`src/rtl/if_id_buffer.sv`:
```
// IF/ID decoupling FIFO: queues {instr, pcPlus4} pairs between fetch and decode.
// Optional macro DELAY_SLOT_EN: flush keeps one entry (branch delay slot) instead of emptying.
module if_id_buffer #(
    parameter int          DEPTH     = 2,
    parameter logic [31:0] NOP_INSTR = 32'h0
) (
    input  logic                       clk,
    input  logic                       reset,
    input  logic                       in_valid,
    output logic                       in_ready,
    input  logic [31:0]                in_instr,
    input  logic [31:0]                in_pcPlus4,
    output logic                       out_valid,
    input  logic                       out_ready,
    output logic [31:0]                out_instr,
    output logic [31:0]                out_pcPlus4,
    input  logic                       flush,
    output logic [$clog2(DEPTH):0]     count
);
    localparam int PW = $clog2(DEPTH);
    localparam int CW = PW + 1;
    localparam logic [CW-1:0] DEPTH_C = CW'(DEPTH);

    logic [PW-1:0] rd_ptr_q, rd_ptr_d;
    logic [PW-1:0] wr_ptr_q, wr_ptr_d;
    logic [CW-1:0] count_q, count_d;
    logic          ready_en_q, ready_en_d;
    logic [63:0]   mem_q [DEPTH];
    logic [63:0]   mem_d [DEPTH];
    logic          push, pop;
    logic [CW-1:0] remain;

    // Handshake: a word moves on a side only when valid and ready are both high
    // at the rising edge; in_ready depends on registered state only, never on out_ready.
    assign in_ready  = ready_en_q && (count_q < DEPTH_C);
    assign out_valid = (count_q != '0);
    assign push      = in_valid & in_ready;
    assign pop       = out_valid & out_ready;
    assign count     = count_q;

    assign out_instr   = out_valid ? mem_q[rd_ptr_q][63:32] : NOP_INSTR;
    assign out_pcPlus4 = out_valid ? mem_q[rd_ptr_q][31:0]  : 32'h0;

    always_comb begin
        mem_d      = mem_q;
        rd_ptr_d   = rd_ptr_q;
        wr_ptr_d   = wr_ptr_q;
        count_d    = count_q;
        ready_en_d = 1'b1;
        remain     = count_q - CW'(pop);

        if (flush) begin
`ifdef DELAY_SLOT_EN
            // Oldest surviving entry (or the incoming word) becomes the sole head.
            rd_ptr_d = rd_ptr_q + PW'(pop);
            if (remain != '0) begin
                wr_ptr_d = rd_ptr_d + PW'(1);
                count_d  = CW'(1);
            end else if (push) begin
                mem_d[wr_ptr_q] = {in_instr, in_pcPlus4};
                wr_ptr_d        = rd_ptr_d + PW'(1);
                count_d         = CW'(1);
            end else begin
                wr_ptr_d = rd_ptr_d;
                count_d  = '0;
            end
`else
            rd_ptr_d = '0;
            wr_ptr_d = '0;
            count_d  = '0;
`endif
        end else begin
            if (push) begin
                mem_d[wr_ptr_q] = {in_instr, in_pcPlus4};
                wr_ptr_d        = wr_ptr_q + PW'(1);
            end
            if (pop) begin
                rd_ptr_d = rd_ptr_q + PW'(1);
            end
            count_d = count_q + CW'(push) - CW'(pop);
        end
    end

    always_ff @(posedge clk or negedge reset) begin
        if (!reset) begin
            rd_ptr_q   <= '0;
            wr_ptr_q   <= '0;
            count_q    <= '0;
            ready_en_q <= 1'b0;
            for (int i = 0; i < DEPTH; i++) begin
                mem_q[i] <= '0;
            end
        end else begin
            rd_ptr_q   <= rd_ptr_d;
            wr_ptr_q   <= wr_ptr_d;
            count_q    <= count_d;
            ready_en_q <= ready_en_d;
            mem_q      <= mem_d;
        end
    end
endmodule

```
`config.mk`:
```
export PLATFORM = sky130hd
export DESIGN_NAME = if_id_buffer
export DESIGN_NICKNAME = d
export VERILOG_FILES = /design/src/rtl/if_id_buffer.sv
export SDC_FILE = /design/constraint.sdc
export NUM_CORES = 1
export LEC_CHECK = 0
export CAP_MARGIN = 0
export CORE_MARGIN = 5
export CORE_UTILIZATION = 50
export DETAILED_ROUTE_END_ITERATION = 8
export PLACE_DENSITY = 0.79
export SLEW_MARGIN = 25
export SYNTH_ARGS = -nofsm -noshare
export SYNTH_HDL_FRONTEND = slang
export SYNTH_SLANG_ARGS = --single-unit
```
`constraint.sdc`:
```
create_clock -name clk -period 2.8 [get_ports clk]
set_input_delay 0.42 -clock clk [delete_from_list [all_inputs] [get_ports clk]]
set_output_delay 0.42 -clock clk [all_outputs]
set_load 0.05 [all_outputs]
```
# Word level (Yosys, flattened, before mapping)
# Cells that the tools add are included.
[op_classes]
shift = 0
n_div = 0
n_eq_ne = 0
n_mul = 0
n_addsub = 4
order_cmp = 4
reduce_logical = 6
n_bitwise = 5
mux = 13
[op_table]
columns = ["cell", "count"]
rows = [
  ["two-way mux 64 bit", 4],
  ["bitwise mux 128 bit", 1],
  ["demux 64 bit (select 1 bit)", 1],
  ["two-way mux 32 bit", 2],
  ["nonzero test 2 bit", 3],
  ["greater-or-equal comparator 2 bit, second input constant", 2],
  ["two-way mux 1 bit", 4],
  ["inverter 1 -> 2 bit", 2],
  ["adder 1 bit, second input constant", 2],
  ["adder 2 x 1 -> 2 bit", 1],
  ["AND 1 bit", 2],
  ["logical AND 1 bit", 2],
  ["less-than comparator 2 x 1 -> 1 bit, second input constant", 1],
  ["less-than comparator 2 bit, second input constant", 1],
  ["two-way mux 2 bit", 1],
  ["AND reduction 2 bit", 1],
  ["subtractor 2 x 1 -> 2 bit", 1],
  ["inverter 1 bit", 1],
]
[totals]
out_inout_bits = 68
mem_bits_ro = 0
latchBits = 0
word_cells = 38
n_memories = 0
mem_bits_rw = 0
regBits = 133

# Depth between registers and ports, before layout
[logic_depth]
ltp_word = 6
mapped_depth = 8
ltp_nobuf = 8

# Least setup slack after synthesis
# Ideal clock, no wire load.
[synth_path]
kind = "reg-to-output"
start = "register count_q[1] (netlist: count[1])"
end = "output out_instr[10]"
required_ns = 2.380
path_slack_ns = 0.518
arrival_ns = 1.862
path_stages_with_launch = 5
path_buffers = 2
cell_sequence = "dfrtp_1 -> nor2_1 -> clkbuf_1 -> buf_1 -> nor2_1"
[synth_via]
elab_chain_cells = 2
[synth_lines]
columns = ["item", "line", "rtl"]
rows = [
  ["start: declaration", "26", "logic [CW-1:0] count_q, count_d;"],
  ["start signal: assignment", "96", "count_q <= count_d;"],
  ["nonzero test 2 bit", "36", "assign out_valid = (count_q != '0);"],
  ["two-way mux 32 bit", "41", "assign out_instr = out_valid ? mem_q[rd_ptr_q][63:32] : NOP_INSTR;"],
  ["end: declaration", "15", "output logic [31:0] out_instr,"],
]
# No other way between the ends.

# Worst setup path after layout
[layout_path]
start = "register rd_ptr_q"
end = "output out_pcPlus4[23]"
[layout_via]
elab_chain_cells = 5
[layout_lines]
columns = ["item", "line", "rtl"]
rows = [
  ["start: declaration", "24", "logic [PW-1:0] rd_ptr_q, rd_ptr_d;"],
  ["start signal: assignment", "94", "rd_ptr_q <= rd_ptr_d;"],
  ["inverter 1 -> 2 bit (implied by the code)", "42", "assign out_pcPlus4 = out_valid ? mem_q[rd_ptr_q][31:0] : 32'h0;"],
  ["two-way mux 64 bit (implied by the code) (3 in series)", "42", ""],
  ["two-way mux 32 bit", "42", ""],
  ["end: declaration", "16", "output logic [31:0] out_pcPlus4,"],
]
# No other way between the ends. The select of a mux whose other input is x is not followed.

==> results.py <==
metrics = {
    "outcome": {
        "status": "finished clean",
    },
    "synth": {
        "avgSynthCellArea_um2": 14.3,
        "synth_top_area_share_pct": 53.2,
        "synth_largest_area_cell": "dfrtp_1",
        "netlist-cell-type-count": 23,
        "syn-cell-area_um2": 6250,
        "synth.net_count": 508,
        "ys_ff_latch": 133,
        "synthTopCellsByArea": "dfrtp_1 53%, mux2_4 14%, mux2_2 11%, mux2i_1 10%, nor2_1 4.1%",
        "synth_warnings": 0,
        "synth_cells": 437,
        "ys_seq_area_share_pct": 53.2,
    },
    "power_and_ir_drop": {
        "power_switching_share_pct": 40.6,
        "power_leakage_nw": 3.79,
        "irDropWorstVdd_uv": 821,
        "p_int_mw": 6.40,
        "p_total_mw": 10.8,
        "p_sw_mw": 4.39,
        "power_frac_seq_pct": 31.3,
        "pwr-share-clk_pct": 19.0,
        "p_comb_share_pct": 49.6,
        "powerDensity_nw_per_um2": 1310,
    },
    "timing": {
        "finalMaxSlewViolations": 0,
        "clock_skew_ns": 0.00440,
        "worst_pin_slew_ns": 0.532,
        "setup_tns_ns": 0,
        "fmax_mhz": 371,
        "setup-violations-final": 0,
        "rsz0062_at_grt": "false",
        "fin_ws_ns": 0.103,
        "hold_violations": 0,
        "fin_crit_sh_pct": 96.3,
        "relSlewSlack_pct": 64.5,
        "post-route-min-period_ns": 2.70,
    },
    "route": {
        "vias": 3869,
        "drc": 0,
        "drt-initial-drc-count": 237,
        "wl_per_cell_um": 18.3,
        "drt_wl_total_mm": 13.8,
        "ant_nets": 0,
        "dr.pass1.iters": 5,
        "viasPerCell": 5.10,
    },
    "worst_setup_path": {
        "cp-end-kind": "output port",
        "reg2reg_depth": 8,
        "reg2reg_slack_ns": 0.86,
        "crit_arrival_ns": 2.28,
        "reg2reg_to": "count[1]",
        "crit_required_ns": 2.38,
        "crit_type": "register to output port",
        "cp_max_fo": 16,
        "reg2reg_from": "count[1]",
        "crit_path_start_kind": "register",
    },
    "die": {
        "start_util_pct": 51.4,
        "row_count": 40,
        "core_um2": 12200,
        "die_h_um": 122,
        "die_x_um": 122,
        "ioPinCount": 137,
        "fp.dieArea_um2": 14800,
    },
    "clock_network": {
        "postCtsSetupBuffers": 0,
        "cts.sink_count": 133,
        "htreeDepth": 4,
        "cts.path.max_buffers": 2,
        "cts_root_buf": "clkbuf_16",
        "cts_buffers": 17,
        "cts_tree": "done",
        "cts.clk_slew.worst_paths_ns": 0.05,
        "insertion_delay_ns": 0.41,
        "cts_hold_buffers": 1,
        "cts_resized": 0,
    },
    "global_route": {
        "grt_max_degree": 53,
        "grt_pass1_wl_mm": 22.7,
        "track_usage_pct": 19.7,
        "grt_pass1_vias": 4365,
        "grt_antenna_before_repair": 0,
        "gr-total-overflow": 0,
    },
    "placement": {
        "hpwlAfterDp_mm": 8.96,
        "pre_cts_ws_ns": 0.515,
        "placed_cells": 727,
        "routabilityCongestion": 0.767,
        "io_buffers": 136,
    },
    "final_layout": {
        "final_common_cell": "dfrtp_1",
        "mostFrequentLayoutCells": "132 x dfrtp_1, 100 x clkdlybuf4s50_1, 67 x nor2_1, 64 x mux2i_1, 62 x mux2_2",
        "antenna-diode-count": 0,
        "layout-drive-gt1-share_pct": 34.9,
        "layout.nets": 650,
        "area_delta_synth_final_pct": 32.0,
        "stdcell_count": 758,
    },
    "min_path": {
        "hold_end": "mem_q[67]",
        "hold_depth": 1,
        "hp-start": "mem_q[67]",
        "hold_path_class": "register to register",
    },
    "job": {
        "cap_violations": 0,
    },
}
-- flip-flops by register name, summed over array words and instances, names as in the netlist --
register / flops
ready_en_q: 1
wr_ptr_q: 1
rd_ptr_q: 1
mem_q: 128
count: 2
-- worst max-delay path: stages, from the launching register on --
cell and delay (ns):
dfrtp_4 0.61, buf_12 0.21, mux2i_1 0.12, nor2_1 0.10, clkdlybuf4s50_1 0.81
-- cell families (layout without fill, tap and decap cells) --
| family | after synthesis | in the layout | synth area share [%] |
|---|---|---|---|
| xor+xnor | 3 | 3 | 0.420 |
| buf+inv | 30 | 183 | 3.70 |
| flops | 133 | 133 | 53.2 |
| fa+ha+maj | 2 | 2 | 0.400 |
| simple gates | 75 | 75 | 5.24 |
| mux | 192 | 192 | 36.9 |
| compound gates | 1 | 1 | 0.0799 |
| other cells | 1 | 1 | 0.0600 |
-- worst max path at each step --
stage / start / end
finish: rd_ptr_q / out_pcPlus4[23]
global route: rd_ptr_q / out_pcPlus4[23]
CTS: rd_ptr_q / out_pcPlus4[30]
detailed placement: rd_ptr_q / out_pcPlus4[30]
global placement: rd_ptr_q / out_pcPlus4[15]
floorplan: count[1] / out_instr[10]
-- layer usage --
layer	wire length, µm	track usage (%)
met1	6390	26.2
met2	6410	31.0
met3	884	6.36
met4	151	5.88
met5	0	0
-- through the flow --
stage               util, %  instance area (µm²)  hold WS (ns)
global route           67.9                 8260         0.497
finish                 67.9                 8260         0.483
global placement       63.2                 7690         0.373
detailed placement     63.2                 7690         0.380
floorplan                 -                 6250         0.124
CTS                    67.9                 8260         0.485
-- cell type report --
type | instances | area (µm²)
Tap cell | 168 | 210
Sequential cell | 133 | 3330
Clock inverter | 3 | 15.0
Fill cell | 914 | 3900
Timing Repair Buffer | 150 | 1440
Clock buffer | 27 | 543
Inverter | 3 | 11.3
Multi-Input combinational cell | 274 | 2710
-- Yosys cell counts (all sizes together) --
master	number
dfrtp	133
mux2	128
xor2	3
and2b	1
mux2i	64
buf	19
o21ai	1
nor3	2
clkbuf	8
nor2b	1
or3b	1
ha	2
nor2	68
and2	1
nand3b	1
conb	1
inv	3
-- power groups by stage --
stage               clock (mW)  sequential [mW]  combinational (mW)
finish                    2.05             3.38                5.35
CTS                       2.11             3.39                5.41
global placement             0             3.35                5.28
detailed placement           0             3.39                5.36
floorplan                    0             3.22                3.91
global route              2.20             3.51                5.66
(Power assumes the default switching activity.)
